## config.mk

```make
export PLATFORM = sky130hd
export DESIGN_NAME = div_result_display
export DESIGN_NICKNAME = d
export VERILOG_FILES = /design/src/rtl/div_result_display.sv
export SDC_FILE = /design/constraint.sdc
export NUM_CORES = 1
export LEC_CHECK = 0
export CORE_MARGIN = 1.5
export CORE_UTILIZATION = 52
export DETAILED_ROUTE_END_ITERATION = 8
export PLACE_DENSITY = 0.76
export SLEW_MARGIN = 40
export SYNTH_ARGS = -nofsm -noshare
export SYNTH_HDL_FRONTEND = slang
export SYNTH_SLANG_ARGS = --single-unit
```

## constraint.sdc

```tcl
create_clock -name clk -period 1.81 [get_ports clk]
set_input_delay 0.362 -clock clk [delete_from_list [all_inputs] [get_ports clk]]
set_output_delay 0.362 -clock clk [all_outputs]
set_load 0.1 [all_outputs]
```

## src/rtl/div_result_display.sv

```systemverilog
// Seven-segment viewer for the 4-bit divider result byte: alternates quotient/remainder, shows "E" for 8'hFF.
// Optional macro RESULT_BLINK_EN makes the error glyph blink at the hold rate instead of staying steady.
module div_result_display #(
  parameter int HOLD_CYCLES = 50000
) (
  input  logic       clk,
  input  logic       rst_n,
  input  logic       ena,
  input  logic [7:0] res_in,
  input  logic       res_valid,
  output logic [6:0] seg,
  output logic       dp,
  output logic       digit_sel
);

  localparam int CW = (HOLD_CYCLES > 2) ? $clog2(HOLD_CYCLES) : 1;
  localparam logic [CW-1:0] CNT_LAST = CW'(HOLD_CYCLES - 1);
  localparam logic [CW-1:0] CNT_ZERO = '0;
  localparam logic [CW-1:0] CNT_ONE  = CW'(1);

  typedef enum logic [1:0] {
    IDLE   = 2'd0,
    SHOW_Q = 2'd1,
    SHOW_R = 2'd2,
    ERR    = 2'd3
  } state_t;

  state_t          state_r, state_s;
  logic [CW-1:0]   cnt_r, cnt_s;
  logic [7:0]      res_q_r, res_q_s;
  logic            blank_r, blank_s;
  logic [6:0]      seg_s;
  logic            dp_s;
  logic            digit_sel_s;

  function automatic logic [6:0] hex7(input logic [3:0] v);
    logic [6:0] s;
    case (v)
      4'h0:    s = 7'h3F;
      4'h1:    s = 7'h06;
      4'h2:    s = 7'h5B;
      4'h3:    s = 7'h4F;
      4'h4:    s = 7'h66;
      4'h5:    s = 7'h6D;
      4'h6:    s = 7'h7D;
      4'h7:    s = 7'h07;
      4'h8:    s = 7'h7F;
      4'h9:    s = 7'h6F;
      4'hA:    s = 7'h77;
      4'hB:    s = 7'h7C;
      4'hC:    s = 7'h39;
      4'hD:    s = 7'h5E;
      4'hE:    s = 7'h79;
      4'hF:    s = 7'h71;
      default: s = 7'h00;
    endcase
    return s;
  endfunction

  // Next-state: capture beats hold expiry; with ena low everything simply holds.
  always_comb begin
    state_s = state_r;
    cnt_s   = cnt_r;
    res_q_s = res_q_r;
    blank_s = blank_r;
    if (!ena) begin
      state_s = state_r;
    end else if (res_valid) begin
      res_q_s = res_in;
      cnt_s   = CNT_ZERO;
      blank_s = 1'b0;
      state_s = (res_in == 8'hFF) ? ERR : SHOW_Q;
    end else begin
      case (state_r)
        IDLE: begin
          cnt_s = CNT_ZERO;
        end
        SHOW_Q: begin
          if (cnt_r == CNT_LAST) begin
            state_s = SHOW_R;
            cnt_s   = CNT_ZERO;
          end else begin
            cnt_s = cnt_r + CNT_ONE;
          end
        end
        SHOW_R: begin
          if (cnt_r == CNT_LAST) begin
            state_s = SHOW_Q;
            cnt_s   = CNT_ZERO;
          end else begin
            cnt_s = cnt_r + CNT_ONE;
          end
        end
        ERR: begin
`ifdef RESULT_BLINK_EN
          if (cnt_r == CNT_LAST) begin
            cnt_s   = CNT_ZERO;
            blank_s = ~blank_r;
          end else begin
            cnt_s = cnt_r + CNT_ONE;
          end
`else
          cnt_s   = CNT_ZERO;
          blank_s = 1'b0;
`endif
        end
        default: begin
          state_s = IDLE;
          cnt_s   = CNT_ZERO;
          blank_s = 1'b0;
        end
      endcase
    end
  end

  // Output decode from the next state so the display changes on the same edge as the state.
  always_comb begin
    seg_s       = 7'h00;
    dp_s        = 1'b0;
    digit_sel_s = 1'b0;
    case (state_s)
      IDLE: begin
        seg_s = 7'h00;
      end
      SHOW_Q: begin
        seg_s = hex7(res_q_s[7:4]);
      end
      SHOW_R: begin
        seg_s       = hex7(res_q_s[3:0]);
        dp_s        = 1'b1;
        digit_sel_s = 1'b1;
      end
      ERR: begin
        seg_s = blank_s ? 7'h00 : 7'h79;
        dp_s  = ~blank_s;
      end
      default: begin
        seg_s = 7'h00;
      end
    endcase
  end

  // State, hold counter, capture register and registered display outputs.
  always_ff @(posedge clk or negedge rst_n) begin
    if (!rst_n) begin
      state_r   <= IDLE;
      cnt_r     <= CNT_ZERO;
      res_q_r   <= 8'h00;
      blank_r   <= 1'b0;
      seg       <= 7'h00;
      dp        <= 1'b0;
      digit_sel <= 1'b0;
    end else begin
      state_r   <= state_s;
      cnt_r     <= cnt_s;
      res_q_r   <= res_q_s;
      blank_r   <= blank_s;
      seg       <= seg_s;
      dp        <= dp_s;
      digit_sel <= digit_sel_s;
    end
  end

endmodule
```

* Yosys cells after proc, flatten, opt, wreduce, memory -nomap -nowiden *
Memory sizes are Yosys's and may differ from the RTL's.
Cells that the tools add are included.

operators by class
  $add $sub $neg = 1
  eq/ne operators = 8
  multiplexer cells = 18
  bitwise logic cells = 1
  reductions and logical operators = 4

operators with widths
  operator               count
  $mux 16                2
  $pmux 16 s2            1
  $pmux 7 s4             1
  $add 16x1->16 const B  1
  $eq 16x16->1 const B   1
  $mux 8                 2
  $mux 2                 5
  $eq 2x2->1 const B     4
  $eq 8x8->1 const B     1
  $mux 7                 1
  $eq 2x1->1 const B     2
  $logic_not 2->1        2
  $mux 1                 4
  $pmux 2 s2             1
  $reduce_or 2->1        2
  $pmux 1 s2             1
  $not 1->1              1

word-level totals
  register bits after elaboration = 36
  bits in read-only memories = 224
  output and inout port bits = 9
  logic and storage cells = 41
  memories = 2

memories
  name             words  width  read ports  clocked after memory_dff  wr ports  line  RTL
  (no name shown)  16     7      1           0                         0         38    case (v)
  (no name shown)  16     7      1           0                         0         38

* Longest topological paths before layout *
Gate-level depths: netlist (run 1).

  depth after elaboration = 7
  depth in mapped cells = 9

* Worst setup path before layout (run 1) *
OpenSTA, ideal clock, no wires.

  path kind = input-to-reg
  from = in res_valid
  to = reg seg[3]
  arrival time = 2,186 ps
  path slack = -441 ps
  cell stages on the path = 8
  path buffers = 1
  cell sequence = buf_4 > nand2_4 > mux2i_1 > inv_1 > ha_1 > mux4_2 > mux2i_1 > mux2_2

on the way
  word-level cells in the longest chain between the ends = 4

ends and longest elaborated chain
  item                    line  RTL
  start: declaration      10    input logic res_valid,
  $mux 8                  68    end else if (res_valid) begin
  $mux 8                  66    if (!ena) begin
  named net res_q_s[4]    30    logic [7:0] res_q_r, res_q_s;
  $mem_v2 16x7            n/a
  $pmux 7 s4              121   case (state_s)
  named net seg_s[3]      32    logic [6:0] seg_s;
  end signal: assignment  158   seg <= seg_s;
  end: declaration        11    output logic [6:0] seg,

The timed path passes the listed nets, and every way through them passes these cells.
A chain may end at the register's enable or synchronous reset.

* Final worst setup path (run 1) *
  from = reg cnt_r[0]
  to = reg seg[2]

on the way
  word-level cells in the longest chain between the ends = 7

ends and longest elaborated chain
  item                                      line    RTL
  start: declaration                        29      logic [CW-1:0] cnt_r, cnt_s;
  start signal: assignment                  155     cnt_r <= cnt_s;
  $eq 16x16->1 (*)                          79, 87
  $mux 2, on equally long branches          87, 79
  $pmux 2 s2 (*)                            74      case (state_r)
  $mux 2 (*)                                68
  $mux 2 (*)                                66
  $eq 2x2->1, or another cell as far along  121
  $pmux 7 s4 (*)                            121
  named net seg_s[2]                        32

The timed path passes the listed nets; every way through them passes the cells marked *.

==> results of run 1 <==
layout by cell type (no fill, tap or decap), types with 2 or more instances in the layout:
cell | netlist | final
a211oi_1 | 2 | 2
a21oi_4 | 0 | 2
and2_4 | 0 | 2
and3_1 | 5 | 4
buf_12 | 0 | 10
buf_4 | 2 | 68
buf_6 | 0 | 8
clkbuf_8 | 0 | 5
clkdlybuf4s50_1 | 0 | 8
dfrtp_1 | 36 | 36
ha_1 | 14 | 8
ha_2 | 0 | 4
ha_4 | 0 | 2
inv_1 | 13 | 9
inv_2 | 4 | 8
mux2_4 | 0 | 3
mux2i_1 | 21 | 17
mux2i_4 | 3 | 7
mux4_2 | 2 | 2
nand2_1 | 18 | 17
nand2_4 | 1 | 2
nand2b_1 | 2 | 2
nand3_1 | 10 | 7
nand3_2 | 0 | 2
nand4_1 | 5 | 5
nor2_1 | 21 | 12
nor2_2 | 0 | 8
nor3_1 | 5 | 4
o21ai_0 | 8 | 2
o21ai_1 | 1 | 3
o21ai_2 | 0 | 4
o221ai_1 | 3 | 3
o22ai_1 | 3 | 3
o311ai_1 | 2 | 2
xnor2_1 | 7 | 7
xor2_1 | 4 | 4
final cells by class:
| cell class | instances | share of cell area |
|---|---|---|
| clock buffer | 5 | 0.0194 |
| timing repair buffer | 97 | 0.255 |
| clock inverter | 3 | 0.0120 |
| sequential | 36 | 0.254 |
| inverter | 17 | 0.0180 |
| multi-input combinational | 165 | 0.425 |
| tap | 50 | 0.0176 |
registers in the layout, indices dropped and copies added, names as in the netlist:
signal / count
cnt_r: 16
res_q_r: 8
seg: 7
state_r: 2
blank_r: 1
digit_sel: 1
dp: 1
kinds of logic after synthesis:
| family | Yosys count | synth area share |
|---|---|---|
| and+or+nand+nor | 76 | 0.171 |
| DFF | 36 | 0.397 |
| AOI/OAI and AO/OA | 33 | 0.106 |
| muxes | 30 | 0.162 |
| buffers and inverters | 24 | 0.0441 |
| adders and majority gates | 14 | 0.0772 |
| xor gates and xnor gates | 11 | 0.0424 |
power by group:
group	leakage, nW	internal, W	total (W)	switching (W)
clock network	0.0541	0.000408	0.000746	0.000338
registers	0.454	0.000886	0.000960	0.0000734
logic	1.15	0.000612	0.00142	0.000804
total	1.66	0.00191	0.00312	0.00122
what timing repair did:
action                                 CTS  global route
pin swaps                                6            17
endpoints found under the hold margin    0             0
setup endpoints to repair               17            26
cloned                                   0             1
resized for setup                       16            34
setup buffers                            6             4
final timing paths:
kind                             endpoint     start  cells past startpoint
worst max register to register     seg[2]  cnt_r[0]                      8
max in group asynchronous       cnt_r[14]     rst_n                      2
worst max-delay path               seg[2]  cnt_r[0]                      8
worst min register to register   cnt_r[3]  cnt_r[3]                      2
worst min-delay path             cnt_r[7]     rst_n                      2
min in group clk                 cnt_r[3]  cnt_r[3]                      2
layer usage:
| metal | part of all wire | vias to the layer above | GRT usage |
|---|---|---|---|
| li1 | - | 997 | - |
| met1 | 0.40 | 1154 | 0.398 |
| met2 | 0.48 | 148 | 0.518 |
| met3 | 0.064 | 44 | 0.0497 |
| met4 | 0.054 | 0 | 0.131 |
| met5 | 0 | - | 0 |
stage by stage:
stage	setup TNS (ns)	total power [W]	hold WS [ns]
after floorplan	-0.540	0.00170	0.0664
after global placement	-9.41	0.00221	0.431
after detailed placement	-10.47	0.00224	0.442
after CTS	-1.51	0.00301	0.119
after global routing	-7.90	0.00320	0.138
final	-7.58	0.00312	0.0926
critical path, cell delays in order (launching register included):
cell	delay [ns]
dfrtp_1	0.38
ha_2	0.19
and4b_2	0.28
nand4_1	0.26
a32oi_2	0.39
nand2_4	0.13
buf_6	0.14
a311o_1	0.27
mux2i_1	0.18
==> results.md, run 1 <==
- Die Ht: 69.1 um
- Final Core Density: 0.869
- Rows: 23
- Worst-Skew Late Latency: 0.31 ns
- Placed Cells: 356
- Failing checks: setup timing
- CP Capture Type: flop
- Clock sinks: 36
- Yosys warnings: 0
- Synth top cells by count: dfrtp_1, mux2i_1, nor2_1
- Share of cells above drive strength 1: 0.477
- Critical path startpoint category: flop
- Detailed Place HPWL: 4.46 mm
- Core Footprint: 4090 um2
- Clk_skew: 0.0148 ns
- Final Setup Violations: 27
- WL/cell: 21.7 um
- Most common cell in the netlist: dfrtp_1
- Critical Path AT: 2.53 ns
- Largest net degree at the start of global routing: 37
- P per Cell Area: 879 nW/um2
- Vias in the first global route: 2,327
- Inserted Clock Buffers: 5
- Hold Path Class: input port to async pin
- Least-Margin Pin Slew: 0.484 ns
- Initial antenna violation count: 0
- Count of pins over their slew limit: 0
- Synth top area cells: dfrtp_1, mux2i_1, ha_1, nor2_1, nand2_1
- Flops & latches, synth: 36
- Synth unique cells: 49
- Ant diodes: 0
- Synth Net Count: 250
- Post-synth top area share: 0.397
- Synthesized area per cell: 10.1 um2
- Crit-path max FO: 7
- Cell Area, Placed: 3230 um2
- DR vias/cell: 6.28
- First-pass GRT wire length: 11.7 mm
- CTS tree: yes
- FF/Latch Area: 901 um2
- Final nets: 348
- EDFF count, synth: 0
- Clk root buf: clkbuf_8
- Dpl ws: -0.687 ns
- Max-slew headroom: 0.677
- Router iterations before antenna repair: 5
- Final hold vios: 0
- Final WS setup: -0.508 ns
- Tcrit/Tclk final: 1.28
- Cts hold-fix bufs: 0
- MaxCap Viol Count: 0
- Area of the multi-input gates: 1510 um2
- CTS clk-pin slew, worst paths: 0.09 ns
- H-tree levels: 2
- LEAKAGE: 1.66 nW
- Area delta synth->final: 56.5%
- IO Pins: 21
- Largest area contributor in the netlist: dfrtp_1
- DR DRC count: 0
- Final Critical Period: 2.32 ns
- Worst Path Required: 2.02 ns
- Fin area: 3550 um2
- Main synth FF type: dfrtp_1
- Maximum VDD drop: 0.000562 V
- Routed WL: 8.08 mm
- Register area share after synthesis: 0.397
- Die ar.: 4770 um2
- Vias: 2,343
- Antenna Nets Post-Route: 0
- Fill count: 187
- Status: finished with violations
- Starting Density: 0.555
- Syn Inst Count: 224
- Iter 0 DRT Violations: 234
- Port Buffers: 20
- Clk buf depth: 2
- Routability congestion estimate: 0.951
- Total track usage: 0.310
- R2R setup slack: -0.51 ns
- Crit Path Class: flop to flop
- Non-filler cells, final: 373
- Die W: 69.1 um
- Overflow after GRT: 0
- Post-synthesis cell area: 2270 um2
- RSZ-0062 raised after global routing: yes
- Async SR Flop Fraction: 1.00
- FMAX: 431 MHz
No activity file was read; power rests on OpenSTA's default activity.
==> inputs of run 2 (changes only) <==
--- a/config.mk
+++ b/config.mk
@@ -5,10 +5,12 @@
 export SDC_FILE = /design/constraint.sdc
 export NUM_CORES = 1
 export LEC_CHECK = 0
+export ABC_CLOCK_PERIOD_IN_PS = 1810
 export CORE_MARGIN = 1.5
-export CORE_UTILIZATION = 52
+export CORE_UTILIZATION = 54
+export CTS_BUF_LIST = sky130_fd_sc_hd__clkbuf_4
 export DETAILED_ROUTE_END_ITERATION = 8
-export PLACE_DENSITY = 0.76
+export PLACE_DENSITY = 0.79
 export SLEW_MARGIN = 40
 export SYNTH_ARGS = -nofsm -noshare
 export SYNTH_HDL_FRONTEND = slang
==> constraint.sdc (replaced) <==
create_clock -name clk -period 1.81 [get_ports clk]
set_input_delay 0.362 -clock clk [delete_from_list [all_inputs] [get_ports clk]]
set_output_delay 0.362 -clock clk [all_outputs]
set_load 0.02 [all_outputs]
==> run 2 against run 1 <==
Largest power group unchanged. Sequential share of layout area increased by 2.1 points. Final area shrank 7.8%. The run still ends with setup timing left. Largest cell class unchanged. Critical path depth is 2 lower.
==> results.md, run 2 (synthesized netlist as in run 1, its figures left out) <==
- Status: finished with violations
- Failing checks: setup timing
- Critical path startpoint category: flop
- Clock power frac: 0.239
- Clock sinks: 36
- Die ar.: 4600 um2
- Switch share: 0.326
- DR DRC count: 0
- CTS tree: yes
- Critical Path AT: 2.40 ns
- Clk root buf: clkbuf_4
- Tcrit/Tclk final: 1.16
- Largest Register: cnt_r
- Share of cells above drive strength 1: 0.369
- Commonest non-fill, non-tap cell in the layout: buf_4
- Iter 0 DRT Violations: 147
- Rows: 23
- FMAX: 475 MHz
- Reg2Reg Capture Point: seg[5]
- Net Sw Power: 0.000801 W
- Largest net degree at the start of global routing: 20
- Hold Path Class: input port to async pin
- Clk_skew: 0.0106 ns
- Combinational fraction of design power: 0.383
- Starting Density: 0.563
- Final Setup Violations: 9
- Final hold vios: 0
- Clk buf depth: 2
- Final nets: 339
- Worst Path Required: 2.11 ns
- Max FFs per register: 16
- Port Buffers: 20
- Router iterations before antenna repair: 4
- Core Footprint: 4030 um2
- Crit Path Class: flop to flop
- Area delta synth->final: 44.3%
- Die Ht: 67.8 um
- Largest regs: cnt_r (16), res_q_r (8), seg (7)
- IO Pins: 21
- TNS Setup: -2.29 ns
- Overflow after GRT: 0
- R2R setup slack: -0.29 ns
- Initial antenna violation count: 0
- H-tree levels: 2
- Sequential Power Share: 0.378
- First-pass GRT wire length: 9.23 mm
- Least-Margin Pin Slew: 0.444 ns
- R2r worst-path depth: 6
- Dpl ws: -0.777 ns
- Total track usage: 0.273
- DR vias/cell: 5.56
- Die W: 67.8 um
- RR Startpoint: cnt_r[5]
- Final Core Density: 0.813
- CP Capture Type: flop
- LEAKAGE: 1.54 nW
- Int Pwr: 0.00166 W
- Cell Area, Placed: 3090 um2
- Routability congestion estimate: 0.824
- Final WS setup: -0.294 ns
- Max-slew headroom: 0.704
- Inserted Clock Buffers: 5
- Vias: 2,025
- Final hold slack: 0.465 ns
- Ant diodes: 0
- P per Cell Area: 751 nW/um2
- Most frequent cells in the layout: buf_4, dfrtp_1, nor2_1
- CTS clk-pin slew, worst paths: 0.12 ns
- Detailed Place HPWL: 4.30 mm
- Count of pins over their slew limit: 0
- Fin area: 3280 um2
- Crit-path max FO: 8
- Antenna Nets Post-Route: 0
- Final Critical Period: 2.10 ns
- WL/cell: 15.8 um
- Vias in the first global route: 2,077
- Maximum VDD drop: 0.000591 V
- MaxCap Viol Count: 0
- Routed WL: 5.75 mm
- Worst-Skew Late Latency: 0.36 ns
- RSZ-0062 raised after global routing: yes
-- run 2: through the flow --
stage / std cells / total power (W)
after CTS: 362 / 0.00245
after global routing: 364 / 0.00259
after global placement: 350 / 0.00181
after detailed placement: 350 / 0.00184
final: 364 / 0.00246
after floorplan: 224 / 0.00144
-- run 2: worst max-delay path by stage --
stage                     startpoint      to  slack [ns]  depth (start not counted)
final                       cnt_r[5]  seg[5]       -0.29                          6
after floorplan            res_valid  seg[3]       -0.17                          8
after global routing        cnt_r[5]  seg[5]       -0.40                          6
after CTS                   cnt_r[0]  seg[3]       -0.17                          7
after detailed placement         ena  seg[3]       -0.78                          8
after global placement           ena  seg[3]       -0.61                          8
-- run 2: cell type report --
cell class,count,area (um2)
inverters,17,63.8
clock buffers,5,37.5
flip-flops and latches,36,901
clock inverters,3,42.5
fillers,241,753
repair buffers,89,749
multi-input cells,164,1420
well taps,50,62.6
-- run 2: metal layers --
metal / up-vias / global-route usage / wire [um]
li1: 980 / - / -
met2: 49 / 0.485 / 2990
met4: 0 / 0.138 / 122
met3: 13 / 0.0641 / 233
met5: - / 0 / 0
met1: 983 / 0.306 / 2400
-- run 2: repair_timing --
| item | 4_1_cts | 5_1_grt |
|---|---|---|
| endpoints found under the setup margin | 14 | 12 |
| buffers inserted | 3 | 2 |
| endpoints found under the hold margin | 17 | 0 |
| pin swaps | 4 | 6 |
| hold buffers | 1 | 0 |
| gates resized for setup | 6 | 8 |
-- run 2: worst max-delay path, cell delays in order (launching register included) --
cell	delay, ns
dfrtp_1	0.44
nor4b_4	0.34
nand4_1	0.22
a32oi_2	0.42
nand2_4	0.15
mux2_4	0.33
mux2i_1	0.14
-- run 2: power groups by stage --
stage                     clock network, W  registers (W)  logic (W)
final                             0.000589       0.000930   0.000942
after global routing              0.000639       0.000936    0.00102
after CTS                         0.000599       0.000931   0.000916
after detailed placement                 0       0.000944   0.000895
after global placement                   0       0.000946   0.000867
after floorplan                          0       0.000998   0.000440
==> inputs of run 3 (changes only) <==
--- a/config.mk
+++ b/config.mk
@@ -5,12 +5,13 @@
 export SDC_FILE = /design/constraint.sdc
 export NUM_CORES = 1
 export LEC_CHECK = 0
-export ABC_CLOCK_PERIOD_IN_PS = 1810
+export ABC_CLOCK_PERIOD_IN_PS = 2300
 export CORE_MARGIN = 1.5
-export CORE_UTILIZATION = 54
+export CORE_UTILIZATION = 55
 export CTS_BUF_LIST = sky130_fd_sc_hd__clkbuf_4
 export DETAILED_ROUTE_END_ITERATION = 8
-export PLACE_DENSITY = 0.79
+export GPL_ROUTABILITY_DRIVEN = 0
+export PLACE_DENSITY = 0.77
 export SLEW_MARGIN = 40
 export SYNTH_ARGS = -nofsm -noshare
 export SYNTH_HDL_FRONTEND = slang
==> constraint.sdc (replaced) <==
create_clock -name clk -period 2.3 [get_ports clk]
set_input_delay 0.46 -clock clk [delete_from_list [all_inputs] [get_ports clk]]
set_output_delay 0.46 -clock clk [all_outputs]
set_load 0.02 [all_outputs]
==> run 3 against run 2 <==
Routed wire length is 10% lower. Largest cell class unchanged. Worst hold slack lost 0.42 ns. The flow now finishes without violations. Critical path depth is 2 higher.
==> results.md, run 3 (synthesized netlist as in run 1, its figures left out) <==
- Status: completed
- LEAKAGE: 1.41 nW
- Maximum VDD drop: 0.000402 V
- Worst-Skew Late Latency: 0.36 ns
- Clock sinks: 36
- Die ar.: 4520 um2
- Commonest non-fill, non-tap cell in the layout: buf_4
- Most frequent cells in the layout: buf_4, dfrtp_1, nor2_1
- Critical path startpoint category: flop
- Core Footprint: 3970 um2
- MaxCap Viol Count: 0
- Inserted Clock Buffers: 5
- Share of cells above drive strength 1: 0.261
- P per Cell Area: 590 nW/um2
- Crit-path max FO: 5
- Clk buf depth: 2
- Tcrit/Tclk final: 0.943
- Final hold slack: 0.0462 ns
- Die Ht: 67.2 um
- Hold Path Class: input port to async pin
- H-tree levels: 2
- Max FFs per register: 16
- DR vias/cell: 5.63
- Vias in the first global route: 1,835
- R2r worst-path depth: 8
- Final Core Density: 0.741
- CTS tree: yes
- Area delta synth->final: 29.7%
- Routed WL: 5.16 mm
- Overflow after GRT: 0
- RR Startpoint: cnt_r[0]
- Rows: 23
- Final nets: 316
- Cts hold-fix bufs: 0
- Die W: 67.2 um
- WL/cell: 15.1 um
- Clk_skew: 0.0143 ns
- Antenna Nets Post-Route: 0
- Final Critical Period: 2.17 ns
- DR DRC count: 0
- Count of pins over their slew limit: 0
- Least-Margin Pin Slew: 0.470 ns
- First-pass GRT wire length: 7.98 mm
- CTS clk-pin slew, worst paths: 0.12 ns
- Detailed Place HPWL: 3.63 mm
- Total track usage: 0.237
- Crit Path Class: flop to flop
- Critical Path AT: 2.46 ns
- Final hold vios: 0
- Final Setup Violations: 0
- R2R setup slack: 0.13 ns
- Reg2Reg Capture Point: seg[5]
- Iter 0 DRT Violations: 106
- CP Capture Type: flop
- FMAX: 461 MHz
- Starting Density: 0.572
- Ant diodes: 0
- IO Pins: 21
- Largest Register: cnt_r
- Port Buffers: 20
- Router iterations before antenna repair: 4
- Vias: 1,921
- Worst Path Required: 2.59 ns
- Initial antenna violation count: 0
- Max-slew headroom: 0.687
- Clk root buf: clkbuf_4
- Largest net degree at the start of global routing: 37
- Largest regs: cnt_r (16), res_q_r (8), seg (7)
run 3: repair_timing:
item | CTS | global route
resized for setup | 0 | 8
setup buffers | 0 | 5
hold endpoints to repair | 0 | 0
endpoints found under the setup margin | 0 | 3
run 3: worst max path at each step:
stage	startpoint	depth (start not counted)	endpoint
finish	cnt_r[0]	8	seg[5]
global route	cnt_r[0]	8	seg[5]
CTS	res_valid	8	seg[3]
detailed placement	res_valid	8	seg[3]
global placement	res_valid	8	seg[3]
floorplan	res_valid	8	seg[3]
run 3: final cells by class:
cell class,count,area [um2]
Multi-Input combinational cell,164,1320
Fill cell,289,1030
Sequential cell,36,901
Timing Repair Buffer,66,548
Inverter,17,63.8
Tap cell,50,62.6
Clock buffer,5,37.5
Clock inverter,3,13.8
run 3: critical path, stage by stage, from the launching register on:
cell and delay [ns]:
dfrtp_1 0.43, ha_1 0.25, and4b_1 0.22, and4_1 0.23
a41oi_2 0.23, nand2_2 0.13, buf_4 0.16, mux2_1 0.34
mux2i_1 0.14
run 3: where the power goes:
group          switching [W]  internal (W)
Sequential         0.0000402      0.000697
Combinational       0.000328      0.000331
Clock               0.000227      0.000112
run 3: routing by layer:
metal / global-route usage / share of wire / up-vias
met5: 0 / 0 / -
met4: 0.107 / 0.022 / 0
met3: 0.0433 / 0.026 / 11
met2: 0.442 / 0.53 / 29
met1: 0.259 / 0.42 / 948
li1: - / - / 933
run 3: per-stage QoR:
| step | cell area [um2] | setup WS, ns | cells | setup TNS (ns) | total power (W) |
|---|---|---|---|---|---|
| after floorplan | 2280 | 0.0172 | 224 | 0 | 0.00109 |
| after global placement | 2810 | -0.246 | 328 | -1.37 | 0.00135 |
| after detailed placement | 2810 | -0.345 | 328 | -1.87 | 0.00136 |
| after CTS | 2860 | 0.0236 | 336 | 0 | 0.00170 |
| after global routing | 2940 | -0.0111 | 341 | -0.0111 | 0.00184 |
| final | 2940 | 0.130 | 341 | 0 | 0.00174 |
